==> src/rtl/ram_access_ctrl.sv <==
// Load/store initiator for the byte-lane RAM peripheral: one request in flight.
// Define LSU_MISALIGN_CHK_EN to reject misaligned half/word requests with an error response.
module ram_access_ctrl #(
   parameter int ADDR_WIDTH = 32,
   parameter int DATA_WIDTH = 32,
   parameter int RD_LATENCY = 1
) (
   input  logic                  clk,
   input  logic                  rst,
   input  logic                  req_valid_i,
   output logic                  req_ready_o,
   input  logic                  req_we_i,
   input  logic [1:0]            req_size_i,
   input  logic                  req_unsigned_i,
   input  logic [ADDR_WIDTH-1:0] req_addr_i,
   input  logic [DATA_WIDTH-1:0] req_wdata_i,
   output logic                  rsp_valid_o,
   output logic [DATA_WIDTH-1:0] rsp_rdata_o,
   output logic                  rsp_err_o,
   output logic [3:0]            ram_wr_en_o,
   output logic [ADDR_WIDTH-1:0] ram_wr_addr_o,
   output logic [DATA_WIDTH-1:0] ram_wr_data_o,
   output logic                  ram_rd_en_o,
   output logic [ADDR_WIDTH-1:0] ram_rd_addr_o,
   input  logic [DATA_WIDTH-1:0] ram_rd_data_i
);

   // Handshake: a request transfers on a rising edge where req_valid_i and
   // req_ready_o are both high; rsp_valid_o is a single-cycle pulse with no
   // backpressure, one per accepted request.

   typedef enum logic [1:0] {IDLE, WR, RD, RSP} state_t;

   localparam logic [1:0] LAT = 2'(RD_LATENCY);

   state_t                state;
   logic [1:0]            size_q;
   logic                  unsigned_q;
   logic [ADDR_WIDTH-1:0] addr_q;
   logic [1:0]            lat_cnt;

   logic                  bad_req;
   logic [3:0]            wr_be;
   logic [DATA_WIDTH-1:0] wr_data;
   logic [DATA_WIDTH-1:0] shifted;
   logic [DATA_WIDTH-1:0] ld_data;

   // Ready drops combinationally during reset so nothing is accepted then.
   assign req_ready_o   = (state == IDLE) && !rst;
   assign ram_wr_addr_o = (state == WR) ? addr_q : '0;
   assign ram_rd_addr_o = ram_rd_en_o ? addr_q : '0;

   always_comb begin
      bad_req = (req_size_i == 2'b11);
`ifdef LSU_MISALIGN_CHK_EN
      if (req_size_i == 2'b01 && req_addr_i[0])
         bad_req = 1'b1;
      if (req_size_i == 2'b10 && req_addr_i[1:0] != 2'b00)
         bad_req = 1'b1;
`endif
   end

   always_comb begin
      wr_be   = 4'b1111;
      wr_data = req_wdata_i;
      case (req_size_i)
         2'b00: begin
            wr_be   = 4'b0001 << req_addr_i[1:0];
            wr_data = {4{req_wdata_i[7:0]}};
         end
         2'b01: begin
            wr_be   = 4'b0011 << {req_addr_i[1], 1'b0};
            wr_data = {2{req_wdata_i[15:0]}};
         end
         default: ;
      endcase
   end

   always_comb begin
      shifted = ram_rd_data_i;
      ld_data = ram_rd_data_i;
      case (size_q)
         2'b00: begin
            shifted = ram_rd_data_i >> {addr_q[1:0], 3'b000};
            ld_data = {{(DATA_WIDTH-8){~unsigned_q & shifted[7]}}, shifted[7:0]};
         end
         2'b01: begin
            shifted = ram_rd_data_i >> {addr_q[1], 4'b0000};
            ld_data = {{(DATA_WIDTH-16){~unsigned_q & shifted[15]}}, shifted[15:0]};
         end
         default: ;
      endcase
   end

   always_ff @(posedge clk) begin
      if (rst) begin
         state         <= IDLE;
         size_q        <= '0;
         unsigned_q    <= 1'b0;
         addr_q        <= '0;
         lat_cnt       <= '0;
         rsp_valid_o   <= 1'b0;
         rsp_rdata_o   <= '0;
         rsp_err_o     <= 1'b0;
         ram_wr_en_o   <= '0;
         ram_wr_data_o <= '0;
         ram_rd_en_o   <= 1'b0;
      end else begin
         case (state)
            IDLE: begin
               if (req_valid_i) begin
                  size_q     <= req_size_i;
                  unsigned_q <= req_unsigned_i;
                  addr_q     <= req_addr_i;
                  lat_cnt    <= '0;
                  if (bad_req) begin
                     state       <= RSP;
                     rsp_valid_o <= 1'b1;
                     rsp_err_o   <= 1'b1;
                     rsp_rdata_o <= '0;
                  end else if (req_we_i) begin
                     state         <= WR;
                     ram_wr_en_o   <= wr_be;
                     ram_wr_data_o <= wr_data;
                  end else begin
                     state       <= RD;
                     ram_rd_en_o <= 1'b1;
                  end
               end
            end
            WR: begin
               ram_wr_en_o   <= '0;
               ram_wr_data_o <= '0;
               rsp_valid_o   <= 1'b1;
               rsp_err_o     <= 1'b0;
               rsp_rdata_o   <= '0;
               state         <= RSP;
            end
            RD: begin
               // Enable is a single pulse; data is taken RD_LATENCY cycles later.
               ram_rd_en_o <= 1'b0;
               if (lat_cnt == LAT) begin
                  rsp_valid_o <= 1'b1;
                  rsp_err_o   <= 1'b0;
                  rsp_rdata_o <= ld_data;
                  state       <= RSP;
               end else begin
                  lat_cnt <= lat_cnt + 2'd1;
               end
            end
            RSP: begin
               rsp_valid_o <= 1'b0;
               rsp_err_o   <= 1'b0;
               rsp_rdata_o <= '0;
               state       <= IDLE;
            end
            default: state <= IDLE;
         endcase
      end
   end

endmodule

==> config.mk <==
export PLATFORM = sky130hd
export DESIGN_NAME = ram_access_ctrl
export DESIGN_NICKNAME = d
export VERILOG_FILES = /design/src/rtl/ram_access_ctrl.sv
export SDC_FILE = /design/constraint.sdc
export NUM_CORES = 1
export LEC_CHECK = 0
export BUFFER_PORTS_ARGS = -buffer_cell sky130_fd_sc_hd__buf_2
export CELL_PAD_IN_SITES_DETAIL_PLACEMENT = 1
export CELL_PAD_IN_SITES_GLOBAL_PLACEMENT = 2
export CORE_ASPECT_RATIO = 1.5
export CORE_MARGIN = 2
export CORE_UTILIZATION = 28
export DETAILED_ROUTE_END_ITERATION = 8
export HOLD_SLACK_MARGIN = 0.15
export PLACE_DENSITY_LB_ADDON = 0.1
export SKIP_LAST_GASP = 1
export SYNTH_ARGS = -nofsm -noshare
export SYNTH_HDL_FRONTEND = slang
export SYNTH_SLANG_ARGS = --single-unit
==> constraint.sdc <==
create_clock -name clk -period 4.5 [get_ports clk]
set_clock_uncertainty 0.2 [all_clocks]
set_input_delay 1.35 -clock clk [delete_from_list [all_inputs] [get_ports clk]]
set_output_delay 1.35 -clock clk [all_outputs]
set_load 0.02 [all_outputs]
==> results.cfg <==
[outcome]
status = complete, no violations

[die]
fp.dieH_um = 176
core_area_um2 = 19600
initial_core_util = 0.283
num_rows = 63
die_w_um = 119
die_area_um2 = 21000
num_io_pins = 239

[clock_tree]
clock_latency_ns = 0.36
htree_levels = 3
cts_tree = built
clockRootBuffer = clkbuf_16
clock_sinks = 110
cts_setup_buffers = 0
hold_buffers = 0
cts_buffer_depth = 2
clk_pin_slew_ns = 0.07
numCtsBuffers = 9
cts_resized = 0

[sta]
period_needed_ns = 3.31
finalCritPeriodShare = 0.736
finalSetupViolations = 0
tns_ns = 0
slew-limit-headroom = 0.142
rsz0062_at_grt = no
maxSlewViolCount = 0
fmax_ghz = 0.302
hold_viol = 0
tightest_slew_ns = 1.29

[logic_synthesis]
synth_seq_cells = 110
yosysUniqueCellTypes = 41
ys_top_cells_by_area = dfxtp_1 (40%), nand2_1 (8.5%), and2_1 (7.4%)
syn_nets = 761
postSynthAreaPerCell_um2 = 8.49
synthDominantCellAreaShare = 0.397
syn-cell-area_um2 = 5550
syn_inst = 653
ys_seq_area_frac = 0.397
yosysWarningCount = 0
synth_top_area_cell = dfxtp_1

[critical_path]
worstPathMaxFanout = 3
max_stage_delay_ns = 0.20
worstPathRequired_ns = 2.95
cp.arrival_ns = 1.76
reg2reg_from = state[1]
regToRegEndpoint = ram_wr_en_o[0]
r2r_slack_ns = 1.71
cp-end-kind = output port
crit_chain = buf_4 -> nor2_1 -> buf_2
start_kind = primary input
crit_slowest_cell = buf_2
worstSetupPathType = in2out
reg2reg_depth = 6

[pwr]
leakage_nw = 3.19
peakVddDrop_uv = 175
power_w = 0.00317
power.density_nw_per_um2 = 444

[layout]
diodes = 0
layout_common_cells = buf_2 (237), nand2_1 (125), dfxtp_1 (110)
area_delta_synth_final_pct = 29.0
drive_above_1_share = 0.328
final_nets = 962
final_common_cell = buf_2

[routing]
dr_total_vias = 5392
drc = 0
wire_per_inst_um = 17.4
ant_nets = 0
via_per_inst = 4.83
drtPass1Iterations = 4
routed_wl_mm = 19.4
drt_iter0_drc = 247

[global_route]
grt_first_pass_wirelength_mm = 30.2
grt_overflow = 0
grt_pass1_vias = 5573
grt_max_degree = 89
track_usage = 0.181
antenna_found_initial = 0

[min_path]
min_path_cells = 2
hp-class = reg2reg
holdPathEnd = ram_wr_data_o[24]
holdCritStartpoint = ram_wr_data_o[24]

[placed_design]
portBuffers = 238
hpwl_mm = 14.3
gp_congestion = 0.763

[flow_run]
maxCapViolCount = 0
==> per-stage QoR <==
| stage | setup WS, ns | instances | utilization | area, um^2 | hold WS (ns) |
|---|---|---|---|---|---|
| 2_1_floorplan | 0.873 | 653 | - | 5550 | 0.236 |
| 3_3_place_gp | 1.16 | 1103 | 0.349 | 6850 | 0.237 |
| 3_5_place_dp | 1.09 | 1103 | 0.349 | 6850 | 0.246 |
| 4_1_cts | 1.14 | 1116 | 0.364 | 7150 | 0.258 |
| 5_1_grt | 0.980 | 1116 | 0.364 | 7150 | 0.280 |
| 6_report | 1.19 | 1116 | 0.364 | 7150 | 0.253 |
==> layout make-up <==
class,count,area [um^2]
fill,2409,12500
multi-input combinational,479,3050
sequential,110,2200
timing repair buffer,244,1240
tap,260,325
clock buffer,9,225
clock inverter,4,75.1
inverter,10,37.5
==> power by group <==
part	switching, W	internal, W
combinational	0.000686	0.000392
sequential	0.000129	0.00112
clock	0.000373	0.000479
total	0.00119	0.00199
==> cells by family after synthesis <==
kind of cell	Yosys count	synth area share
flip-flops	110	0.397
AO/OA/AOI/OAI	159	0.188
buffers and inverters	64	0.0537
AND/OR/NAND/NOR	268	0.248
multiplexers	47	0.102
adder cells (fa/ha/maj)	5	0.0113
==> layer usage <==
metal | share of wire | routed length, um | GRT usage | vias to the layer above
met5 | 0 | 0 | 0 | -
met4 | 0.017 | 329 | 0.0630 | 0
met3 | 0.048 | 930 | 0.0336 | 14
met2 | 0.53 | 10300 | 0.332 | 137
met1 | 0.40 | 7830 | 0.210 | 2584
li1 | - | - | - | 2657
==> cell usage after synthesis (all sizes together) <==
cell and instances:
a211oi 4, a21bo 1, a21boi 1, a21o 2, a21oi 81, a221oi 9
a22oi 9, a31oi 1, a32o 2, a32oi 1, and2 66, and3 1
buf 25, clkbuf 29, dfxtp 110, ha 5, inv 10, mux2 8
mux2i 32, mux4 7, nand2 125, nand2b 7, nand3 2, nand3b 17
nor2 12, nor2b 16, nor3 1, nor3b 3, o21ai 17, o21bai 1
o221ai 2, o22ai 3, o2bb2ai 25, or3 18
==> worst max-delay path, delay by kind of cell <==
| family | cells | cell delay (ns) |
|---|---|---|
| buf+inv | 2 | 0.33 |
| simple gates | 1 | 0.08 |
==> flip-flops by register name (all words and copies together) (netlist names) <==
| register | cells |
|---|---|
| addr_q | 32 |
| ram_wr_data_o | 32 |
| rsp_rdata_o | 32 |
| ram_wr_en_o | 4 |
| lat_cnt | 2 |
| size_q | 2 |
| state | 2 |
| ram_rd_en_o | 1 |
| rsp_err_o | 1 |
| rsp_valid_o | 1 |
| unsigned_q | 1 |
==> worst max-delay path by stage <==
stage                        startpoint        endpoint  slack (ns)  cells past startpoint
final                               rst     req_ready_o        1.19                      3
after detailed placement  req_size_i[0]  rsp_rdata_o[6]        1.09                      5
after floorplan                     rst     req_ready_o        0.87                      3
after global placement              rst     req_ready_o        1.16                      3
after global routing           state[0]     req_ready_o        0.98                      5
after CTS                      state[1]     req_ready_o        1.14                      5
No activity file was read; power rests on OpenSTA's default activity.
